[src/rtl/alu_mdu_seq_pkg.sv]
// Shared opcode/funct encodings and the multiply/divide sequencer states
// for the sequential ALU with iterative multiply/divide.
package alu_pkg;

    // Opcode field op[6:3]
    localparam logic [3:0] OP_ALU0 = 4'b0000;  // unsigned group
    localparam logic [3:0] OP_ALU1 = 4'b0001;  // signed group
    localparam logic [3:0] OP_ALU2 = 4'b0010;  // shift/rotate group
    localparam logic [3:0] OP_ADDI = 4'b0011;
    localparam logic [3:0] OP_SLTI = 4'b0100;
    localparam logic [3:0] OP_BNEQ = 4'b0101;
    localparam logic [3:0] OP_BGTZ = 4'b0110;
    localparam logic [3:0] OP_LH   = 4'b1000;  // address add, falls into a + b
    localparam logic [3:0] OP_SH   = 4'b1001;  // address add, falls into a + b

    // ALU0 funct
    localparam logic [2:0] F0_ADDU  = 3'b000;
    localparam logic [2:0] F0_SUBU  = 3'b001;
    localparam logic [2:0] F0_MULTU = 3'b010;
    localparam logic [2:0] F0_DIVU  = 3'b011;
    localparam logic [2:0] F0_AND   = 3'b100;
    localparam logic [2:0] F0_OR    = 3'b101;
    localparam logic [2:0] F0_NOR   = 3'b110;
    localparam logic [2:0] F0_XOR   = 3'b111;

    // ALU1 funct
    localparam logic [2:0] F1_ADD   = 3'b000;
    localparam logic [2:0] F1_SUB   = 3'b001;
    localparam logic [2:0] F1_MULT  = 3'b010;
    localparam logic [2:0] F1_DIV   = 3'b011;
    localparam logic [2:0] F1_SLT   = 3'b100;
    localparam logic [2:0] F1_SEQ   = 3'b101;
    localparam logic [2:0] F1_SLTU  = 3'b110;
    localparam logic [2:0] F1_PASSA = 3'b111;

    // ALU2 funct
    localparam logic [2:0] F2_SHR = 3'b000;
    localparam logic [2:0] F2_SHL = 3'b001;
    localparam logic [2:0] F2_ROR = 3'b010;
    localparam logic [2:0] F2_ROL = 3'b011;
    localparam logic [2:0] F2_SRA = 3'b100;

    typedef enum logic [1:0] {
        IDLE = 2'd0,
        RUN  = 2'd1,
        FIX  = 2'd2
    } state_t;

endpackage

[src/rtl/alu_mdu_seq_if.sv]
// Request/response bundle of the sequential ALU.
// Handshake: an operation is taken on a rising edge where in_valid && in_ready;
// op/a/b are only sampled on that edge. out_valid is a one-cycle pulse with no
// back-pressure: result/flags/hi/lo are updated in that cycle. state mirrors
// the multiply/divide sequencer for observation.
interface alu_mdu_seq_if
    import alu_pkg::*;
#(
    parameter int WIDTH = 16
) ();
    logic             in_valid;
    logic             in_ready;
    logic [6:0]       op;
    logic [WIDTH-1:0] a;
    logic [WIDTH-1:0] b;
    logic             out_valid;
    logic [WIDTH-1:0] result;
    logic [WIDTH-1:0] hi;
    logic [WIDTH-1:0] lo;
    logic             zero_flag;
    logic             sign_flag;
    logic             div_by_zero;
    logic             busy;
    state_t           state;

    modport master (
        output in_valid, op, a, b,
        input  in_ready, out_valid, result, hi, lo,
               zero_flag, sign_flag, div_by_zero, busy, state
    );

    modport slave (
        input  in_valid, op, a, b,
        output in_ready, out_valid, result, hi, lo,
               zero_flag, sign_flag, div_by_zero, busy, state
    );
endinterface

[src/rtl/alu_muldiv_iter.sv]
// Radix-2 iterative multiplier / restoring divider working on magnitudes.
// IDLE -> RUN (WIDTH steps) -> FIX (sign correction, o_done) -> IDLE.
module alu_muldiv_iter
    import alu_pkg::*;
#(
    parameter int WIDTH = 16
) (
    input  logic             clk,
    input  logic             rst,
    input  logic             i_start,
    input  logic             i_is_div,
    input  logic             i_is_signed,
    input  logic [WIDTH-1:0] i_a,
    input  logic [WIDTH-1:0] i_b,
    output logic             o_done,
    output logic [WIDTH-1:0] o_hi,
    output logic [WIDTH-1:0] o_lo,
    output state_t           o_state
);
    localparam int SHW = $clog2(WIDTH);

    state_t             r_state;
    state_t             w_next;
    logic [SHW-1:0]     r_cnt;
    logic               r_is_div;
    logic               r_neg_q;    // negate product (mult) or quotient (div)
    logic               r_neg_r;    // negate remainder: dividend was negative
    logic [WIDTH-1:0]   r_mcand;    // multiplicand or divisor magnitude
    logic [WIDTH-1:0]   r_acc;      // product high half or partial remainder
    logic [WIDTH-1:0]   r_q;        // multiplier/product low half or quotient

    logic [WIDTH-1:0]   w_mag_a;
    logic [WIDTH-1:0]   w_mag_b;
    logic [WIDTH:0]     w_sum;
    logic [WIDTH:0]     w_rem_sh;
    logic [WIDTH+1:0]   w_diff;
    logic [2*WIDTH-1:0] w_prod;
    logic [2*WIDTH-1:0] w_prod_neg;

    assign w_mag_a    = (i_is_signed && i_a[WIDTH-1]) ? (~i_a + 1'b1) : i_a;
    assign w_mag_b    = (i_is_signed && i_b[WIDTH-1]) ? (~i_b + 1'b1) : i_b;
    assign w_sum      = {1'b0, r_acc} + {1'b0, r_mcand & {WIDTH{r_q[0]}}};
    assign w_rem_sh   = {r_acc, r_q[WIDTH-1]};
    assign w_diff     = {1'b0, w_rem_sh} - {2'b00, r_mcand};
    assign w_prod     = {r_acc, r_q};
    assign w_prod_neg = ~w_prod + 1'b1;
    assign o_state    = r_state;

    // State register
    always_ff @(posedge clk) begin
        if (rst) r_state <= IDLE;
        else     r_state <= w_next;
    end

    // Next state and done strobe
    always_comb begin
        w_next = r_state;
        o_done = 1'b0;
        case (r_state)
            IDLE: if (i_start) w_next = RUN;
            RUN:  if (r_cnt == SHW'(WIDTH - 1)) w_next = FIX;
            FIX: begin
                w_next = IDLE;
                o_done = 1'b1;
            end
            default: w_next = IDLE;
        endcase
    end

    // Operand load and one shift-add / restoring step per RUN cycle
    always_ff @(posedge clk) begin
        if (rst) begin
            r_cnt    <= '0;
            r_is_div <= 1'b0;
            r_neg_q  <= 1'b0;
            r_neg_r  <= 1'b0;
            r_mcand  <= '0;
            r_acc    <= '0;
            r_q      <= '0;
        end else begin
            case (r_state)
                IDLE: if (i_start) begin
                    r_cnt    <= '0;
                    r_is_div <= i_is_div;
                    r_neg_q  <= i_is_signed && (i_a[WIDTH-1] ^ i_b[WIDTH-1]);
                    r_neg_r  <= i_is_signed && i_a[WIDTH-1];
                    r_mcand  <= w_mag_b;
                    r_acc    <= '0;
                    r_q      <= w_mag_a;
                end
                RUN: begin
                    r_cnt <= r_cnt + 1'b1;
                    if (r_is_div) begin
                        // Borrow means the divisor did not fit: keep the shifted remainder.
                        r_acc <= w_diff[WIDTH+1] ? w_rem_sh[WIDTH-1:0] : w_diff[WIDTH-1:0];
                        r_q   <= {r_q[WIDTH-2:0], ~w_diff[WIDTH+1]};
                    end else begin
                        r_acc <= w_sum[WIDTH:1];
                        r_q   <= {w_sum[0], r_q[WIDTH-1:1]};
                    end
                end
                default: ;
            endcase
        end
    end

    // Sign-corrected hi/lo presented during FIX
    always_comb begin
        o_hi = w_prod[2*WIDTH-1:WIDTH];
        o_lo = w_prod[WIDTH-1:0];
        if (r_is_div) begin
            o_lo = r_neg_q ? (~r_q + 1'b1) : r_q;
            o_hi = r_neg_r ? (~r_acc + 1'b1) : r_acc;
        end else if (r_neg_q) begin
            o_hi = w_prod_neg[2*WIDTH-1:WIDTH];
            o_lo = w_prod_neg[WIDTH-1:0];
        end
    end

endmodule

[src/rtl/alu_mdu_seq.sv]
// Execute-stage ALU: single-cycle ops complete in one cycle from IDLE;
// mult/div are handed to the iterative unit and hold off new requests.
module alu_mdu_seq
    import alu_pkg::*;
#(
    parameter int WIDTH = 16
) (
    input  logic         clk,
    input  logic         rst,
    alu_mdu_seq_if.slave bus
);
    localparam int SHW = $clog2(WIDTH);

    logic [3:0]         w_opc;
    logic [2:0]         w_fn;
    logic               w_accept;
    logic               w_is_md;
    logic               w_dbz;
    logic               w_start;
    logic [WIDTH-1:0]   w_alu;
    logic [SHW-1:0]     w_sh;
    logic [2*WIDTH-1:0] w_ror_full;
    logic [2*WIDTH-1:0] w_rol_full;
    logic               w_md_done;
    logic [WIDTH-1:0]   w_md_hi;
    logic [WIDTH-1:0]   w_md_lo;
    state_t             w_state;

    logic [WIDTH-1:0]   r_result;
    logic [WIDTH-1:0]   r_hi;
    logic [WIDTH-1:0]   r_lo;
    logic               r_zero;
    logic               r_sign;
    logic               r_out_valid;
    logic               r_dbz;

    assign w_opc    = bus.op[6:3];
    assign w_fn     = bus.op[2:0];
    assign w_accept = bus.in_valid && bus.in_ready;
    // funct 010/011 are mult/div in both the unsigned and signed groups
    assign w_is_md  = ((w_opc == OP_ALU0) || (w_opc == OP_ALU1)) && (w_fn[2:1] == 2'b01);
    assign w_dbz    = w_is_md && w_fn[0] && (bus.b == '0);
    assign w_start  = w_accept && w_is_md && !w_dbz;

    // Rotates via a doubled operand so amount 0 needs no special case
    assign w_sh       = bus.a[SHW-1:0];
    assign w_ror_full = {bus.b, bus.b} >> w_sh;
    assign w_rol_full = {bus.b, bus.b} << w_sh;

    alu_muldiv_iter #(.WIDTH(WIDTH)) u_md (
        .clk         (clk),
        .rst         (rst),
        .i_start     (w_start),
        .i_is_div    (w_fn[0]),
        .i_is_signed (w_opc == OP_ALU1),
        .i_a         (bus.a),
        .i_b         (bus.b),
        .o_done      (w_md_done),
        .o_hi        (w_md_hi),
        .o_lo        (w_md_lo),
        .o_state     (w_state)
    );

    // Single-cycle result for every non-mult/div op
    always_comb begin
        w_alu = '0;
        case (w_opc)
            OP_ALU0: case (w_fn)
                F0_ADDU: w_alu = bus.a + bus.b;
                F0_SUBU: w_alu = bus.a - bus.b;
                F0_AND:  w_alu = bus.a & bus.b;
                F0_OR:   w_alu = bus.a | bus.b;
                F0_NOR:  w_alu = ~(bus.a | bus.b);
                F0_XOR:  w_alu = bus.a ^ bus.b;
                default: w_alu = '0;
            endcase
            OP_ALU1: case (w_fn)
                F1_ADD:   w_alu = bus.a + bus.b;
                F1_SUB:   w_alu = bus.a - bus.b;
                F1_SLT:   w_alu = WIDTH'($signed(bus.a) < $signed(bus.b));
                F1_SEQ:   w_alu = WIDTH'(bus.a == bus.b);
                F1_SLTU:  w_alu = WIDTH'(bus.a < bus.b);
                F1_PASSA: w_alu = bus.a;
                default:  w_alu = '0;
            endcase
            OP_ALU2: case (w_fn)
                F2_SHR:  w_alu = bus.b >> w_sh;
                F2_SHL:  w_alu = bus.b << w_sh;
                F2_ROR:  w_alu = w_ror_full[WIDTH-1:0];
                F2_ROL:  w_alu = w_rol_full[2*WIDTH-1:WIDTH];
                F2_SRA:  w_alu = $signed(bus.b) >>> w_sh;
                default: w_alu = '0;
            endcase
            OP_ADDI: w_alu = bus.a + bus.b;
            OP_SLTI: w_alu = WIDTH'($signed(bus.a) < $signed(bus.b));
            OP_BNEQ: w_alu = WIDTH'(bus.a != bus.b);
            OP_BGTZ: w_alu = WIDTH'(!bus.a[WIDTH-1] && (bus.a != '0));
            default: w_alu = bus.a + bus.b;
        endcase
    end

    // Output registers: one pulse per completed op, hi/lo only on mult/div done
    always_ff @(posedge clk) begin
        if (rst) begin
            r_result    <= '0;
            r_hi        <= '0;
            r_lo        <= '0;
            r_zero      <= 1'b1;
            r_sign      <= 1'b0;
            r_out_valid <= 1'b0;
            r_dbz       <= 1'b0;
        end else begin
            r_out_valid <= 1'b0;
            r_dbz       <= 1'b0;
            if (w_md_done) begin
                r_result    <= '0;
                r_zero      <= 1'b1;
                r_sign      <= 1'b0;
                r_hi        <= w_md_hi;
                r_lo        <= w_md_lo;
                r_out_valid <= 1'b1;
            end else if (w_accept && !w_start) begin
                r_result    <= w_dbz ? '0 : w_alu;
                r_zero      <= w_dbz ? 1'b1 : (w_alu == '0);
                r_sign      <= w_dbz ? 1'b0 : w_alu[WIDTH-1];
                r_dbz       <= w_dbz;
                r_out_valid <= 1'b1;
            end
        end
    end

    assign bus.in_ready    = (w_state == IDLE);
    assign bus.busy        = (w_state != IDLE);
    assign bus.state       = w_state;
    assign bus.out_valid   = r_out_valid;
    assign bus.result      = r_result;
    assign bus.hi          = r_hi;
    assign bus.lo          = r_lo;
    assign bus.zero_flag   = r_zero;
    assign bus.sign_flag   = r_sign;
    assign bus.div_by_zero = r_dbz;

endmodule

[src/flat_wrapper.sv]
// flat-port wrapper written by rule: the top's interface ports become plain ports
module alu_mdu_seq_flat import alu_pkg::*;
#(
    parameter int WIDTH = 16
)
  (clk, rst, bus_in_valid, bus_op, bus_a, bus_b, bus_in_ready, bus_out_valid, bus_result, bus_hi, bus_lo, bus_zero_flag, bus_sign_flag, bus_div_by_zero, bus_busy, bus_state);
  alu_mdu_seq_if #(.WIDTH(WIDTH)) bus_i ();
  input  logic clk;
  input  logic rst;
  input wire logic [$bits(bus_i.in_valid)-1:0] bus_in_valid;
  input wire logic [$bits(bus_i.op)-1:0] bus_op;
  input wire logic [$bits(bus_i.a)-1:0] bus_a;
  input wire logic [$bits(bus_i.b)-1:0] bus_b;
  output wire logic [$bits(bus_i.in_ready)-1:0] bus_in_ready;
  output wire logic [$bits(bus_i.out_valid)-1:0] bus_out_valid;
  output wire logic [$bits(bus_i.result)-1:0] bus_result;
  output wire logic [$bits(bus_i.hi)-1:0] bus_hi;
  output wire logic [$bits(bus_i.lo)-1:0] bus_lo;
  output wire logic [$bits(bus_i.zero_flag)-1:0] bus_zero_flag;
  output wire logic [$bits(bus_i.sign_flag)-1:0] bus_sign_flag;
  output wire logic [$bits(bus_i.div_by_zero)-1:0] bus_div_by_zero;
  output wire logic [$bits(bus_i.busy)-1:0] bus_busy;
  output wire logic [$bits(bus_i.state)-1:0] bus_state;
  assign bus_i.in_valid = bus_in_valid;
  assign bus_i.op = bus_op;
  assign bus_i.a = bus_a;
  assign bus_i.b = bus_b;
  assign bus_in_ready = bus_i.in_ready;
  assign bus_out_valid = bus_i.out_valid;
  assign bus_result = bus_i.result;
  assign bus_hi = bus_i.hi;
  assign bus_lo = bus_i.lo;
  assign bus_zero_flag = bus_i.zero_flag;
  assign bus_sign_flag = bus_i.sign_flag;
  assign bus_div_by_zero = bus_i.div_by_zero;
  assign bus_busy = bus_i.busy;
  assign bus_state = bus_i.state;
  alu_mdu_seq #(.WIDTH(WIDTH)) u_core (.clk(clk), .rst(rst), .bus(bus_i));
endmodule
[config.mk]
export PLATFORM = sky130hd
export DESIGN_NAME = alu_mdu_seq_flat
export DESIGN_NICKNAME = d
export VERILOG_FILES = /design/src/rtl/alu_mdu_seq_pkg.sv /design/src/rtl/alu_mdu_seq_if.sv /design/src/rtl/alu_muldiv_iter.sv /design/src/rtl/alu_mdu_seq.sv /design/src/flat_wrapper.sv
export SDC_FILE = /design/constraint.sdc
export NUM_CORES = 1
export LEC_CHECK = 0
export ABC_CLOCK_PERIOD_IN_PS = 4900
export CAP_MARGIN = 30
export CORE_AREA = 3 3 184 186
export DETAILED_ROUTE_END_ITERATION = 8
export DIE_AREA = 0 0 187 189
export MAX_ROUTING_LAYER = met4
export PLACE_DENSITY_LB_ADDON = 0.08
export SYNTH_ARGS = -nofsm -noshare
export SYNTH_HDL_FRONTEND = slang
export SYNTH_SLANG_ARGS = --single-unit
[constraint.sdc]
create_clock -name clk -period 4.9 [get_ports clk]
set_clock_uncertainty 0.1 [all_clocks]
set_input_delay 0.98 -clock clk [delete_from_list [all_inputs] [get_ports clk]]
set_output_delay 0.98 -clock clk [all_outputs]
set_load 0.05 [all_outputs]
==> results.md <==
- Outcome: finished clean
- Die span in y: about 190 µm
- Pre-antenna DRT Iters: 5
- Max Fclk: 221.4 MHz
- CTS hold repair buffers: 0
- Area Growth Syn to Fin: 17.07%
- First-pass GRT wire length: 81430 µm
- Reg2reg path depth: 12
- Largest cells by area after synthesis: dfxtp_1 (17%), ha_1 (8.3%), mux2i_1 (5.5%)
- Diodes inserted: 0
- Cell Chain, Critical Path: clkdlybuf4s50_1 -> inv_1 -> ha_1 -> inv_1 -> a21oi_1 -> o31ai_1 -> mux2i_1 -> or4_1 -> o31ai_1 -> nand3_1 -> nor4_1 -> a41o_1
- Layout cell share with drive strength beyond 1: 0.1260
- GR Util All Layers: 0.3041
- DRC marker count from the first detailed-route iteration: 1161
- Register area: between 2000 and 2500 µm²
- R2R setup slack: roughly 1000 ps
- Sequential share of the synthesized area: 0.1686
- Power per Cell Area: 185.6 nW/µm²
- Final setup viols: 0
- Cells after Synth: 1726
- Critical path's slowest cell: o31ai_1
- Setup crit end kind: flop
- Main synth FF type: dfxtp_1
- Root buffer cell: clkbuf_16
- Most frequent cells in the layout: nor2_1 (166), nand2_1 (155), buf_4 (121)
- Syn. warnings: 0
- RSZ-0062 raised after global routing: no
- Buf/Inv on CP: 3
- CP endpoint: u_core.bus.zero_flag$_SDFFE_PP1P_
- CTS resizes: 0
- Crit path max-delay family: compound AO/OA/AOI/OAI gates
- Peak VDD IR: 0.2440 mV
- Final Util: 0.4627
- Leading cell type in the layout, fill and taps excluded: nor2_1
- Area share of the largest cell type after synthesis: 0.1686
- Filler cells: 3383
- Port Buf Inserts: 97
- Layout Nets: 1951
- Slew margin rel.: 0.3942
- Post-synth EDFFs: 0
- Clock Tree Buf Depth: 2
- Via count: about 14000
- Num CTS Buffers: 9
- Clk sinks: approximately 110
- Starting Density: 0.3953
- Min-delay src: u_core.bus.lo[15]$_SDFFE_PP0P_
- Cell taking the most area after synthesis: dfxtp_1
- R2r startpoint: u_core.u_md.r_q[15]$_SDFFE_PP0P_
- Leak: around 0.006 µW
- Worst Setup SP: bus_a[9]
- Post-CTS setup buffers: 0
- Crit Path Max Fanout: 6
- Number of global-route vias before repair: between 10000 and 15000
- Flops & latches, synth: 108
- Crit path launch type: input pin
- DP HPWL: 41820 µm
- Slew @ Worst Pin: around 900 ps
- Distinct cells, synth: 89
- Max-cap violations: 0
- Area of the mapped netlist: 12830 µm²
- Via density per instance: 6.051
- Setup TNS: 0 ps
- Instance count on the critical path: 12
- CTS clk-pin slew, worst paths: 80 ps
- Fin. max-slew vios: 0
- Multi-input logic area: 9792 µm²
- Fin crit period: 4517 ps
- Final RePlAce weighted congestion: 0.9832
- Worst Path Required: between 5000 and 6000 ps
- Syn Nets: ~1900
- Worst path arrival time: 4740 ps
- Max incr delay on CP: 670 ps
- CTS tree: built
- Core Area: about 32000 µm²
- Initial antenna violation count: 0
- Hold_ws: 351.1 ps
- H-tree levels: 3
- Width of the chip: 187 µm
- Die Area: 35340 µm²
- Final Hold Viols: 0
- Worst R2R End: u_core.u_md.r_acc[1]$_SDFFE_PP0P_
- Worst hold path type: flop to flop
- Synthesized area per cell: 7.432 µm²
- Row count: 66
- WS Path Type: input pin to flop
- Post-synthesis async set-or-reset flop share: 0
- Global route overflow: 0
- Largest net degree at the start of global routing: 62
- WL/cell: 23.50 µm
- Clock latency at the later pin of the worst-skew pair: approximately 380 ps
- Number of I/O pins: just under 100
- Final WL: around 53000 µm
- Routed Antenna Nets: 0
- Residual DRC: 0
- Tcrit/Tclk final: 0.9218
- Tot Pwr: roughly 2800 µW
-- Yosys cell counts, types with 19 or more instances --
library cell / count
xnor2_1: 57
a31oi_1: 20
a211oi_1: 82
nand3_1: 37
inv_1: 80
xor2_1: 27
o21ai_0: 112
nor2_1: 166
a21oi_1: 111
dfxtp_1: 108
a21o_1: 20
ha_1: 85
nor3_1: 42
mux2_2: 22
nand2b_1: 23
o211ai_1: 24
mux2i_1: 71
nor2b_1: 26
or3_1: 19
a22oi_1: 24
buf_2: 24
o31ai_1: 19
nand2_1: 156
mux4_2: 26
clkbuf_1: 89
-- metal layers --
metal,routed length [µm],global-route usage
met4,2369,0.1282
met3,2794,0.03314
met2,24610,0.4884
met1,23510,0.3910
met5,0,-
-- worst min path at each step --
| stage | to | slack [ps] | depth (start not counted) |
|---|---|---|---|
| after detailed placement | u_core.bus.lo[15]$_SDFFE_PP0P_ | 350 | 2 |
| after floorplan | u_core.u_md.r_mcand[15]$_SDFFE_PP0P_ | 330 | 2 |
| final | u_core.bus.lo[15]$_SDFFE_PP0P_ | 350 | 2 |
| after global routing | u_core.bus.hi[12]$_SDFFE_PP0P_ | 380 | 2 |
| after CTS | u_core.bus.lo[15]$_SDFFE_PP0P_ | 360 | 2 |
| after global placement | u_core.bus.lo[15]$_SDFFE_PP0P_ | 340 | 2 |
-- cell type report --
class / count / area share
timing repair buffer: 219 / 0.1245
multi-input combinational: 1398 / 0.6521
clock buffer: 9 / 0.01500
sequential: 108 / 0.1440
clock inverter: 7 / 0.006666
tap: 442 / 0.03683
inverter: 84 / 0.02100
-- worst register-to-register path: cells and delay by family, from the launching register on --
kind	cells	cell delay [ps]
flops	1	450
buf+inv	2	450
fa+ha+maj	1	230
compound gates	6	1920
mux	1	350
simple gates	2	300
-- registers in the layout (all words and copies together), names as in the netlist --
name and flops:
u_core.bus.div_by_zero 1, u_core.bus.hi 16, u_core.bus.lo 16, u_core.bus.out_valid 1
u_core.bus.result 15, u_core.bus.sign_flag 1, u_core.bus.zero_flag 1, u_core.u_md.o_state 2
u_core.u_md.r_acc 16, u_core.u_md.r_cnt 4, u_core.u_md.r_is_div 1, u_core.u_md.r_mcand 16
u_core.u_md.r_neg_q 1, u_core.u_md.r_neg_r 1, u_core.u_md.r_q 16
-- per-stage QoR --
stage / worst slack [ps] / instances / instance area [µm²]
final: 383.2 / 2267 / 15020
after global routing: 206.0 / 2267 / 15020
after CTS: 482.2 / 2267 / 15020
after detailed placement: 103.1 / 2251 / 14690
after global placement: 124.7 / 2251 / 14690
after floorplan: 696.7 / 1726 / 12830
-- logic make-up (layout without fill, tap and decap cells) --
family | after synthesis | after routing | synth area share
adder cells (fa/ha/maj) | 89 | 89 | 0.08915
AND/OR/NAND/NOR | 566 | 566 | 0.2109
XOR/XNOR | 84 | 84 | 0.05736
buffers and inverters | 220 | 319 | 0.07023
AO/OA/AOI/OAI | 540 | 540 | 0.2835
flip-flops | 108 | 108 | 0.1686
multiplexers | 119 | 119 | 0.1204
-- where the power goes --
part,switching (µW),internal [µW]
sequential,14.3,894
combinational,655,409
clock,397,417
total,1070,1720
(Power assumes the default switching activity.)
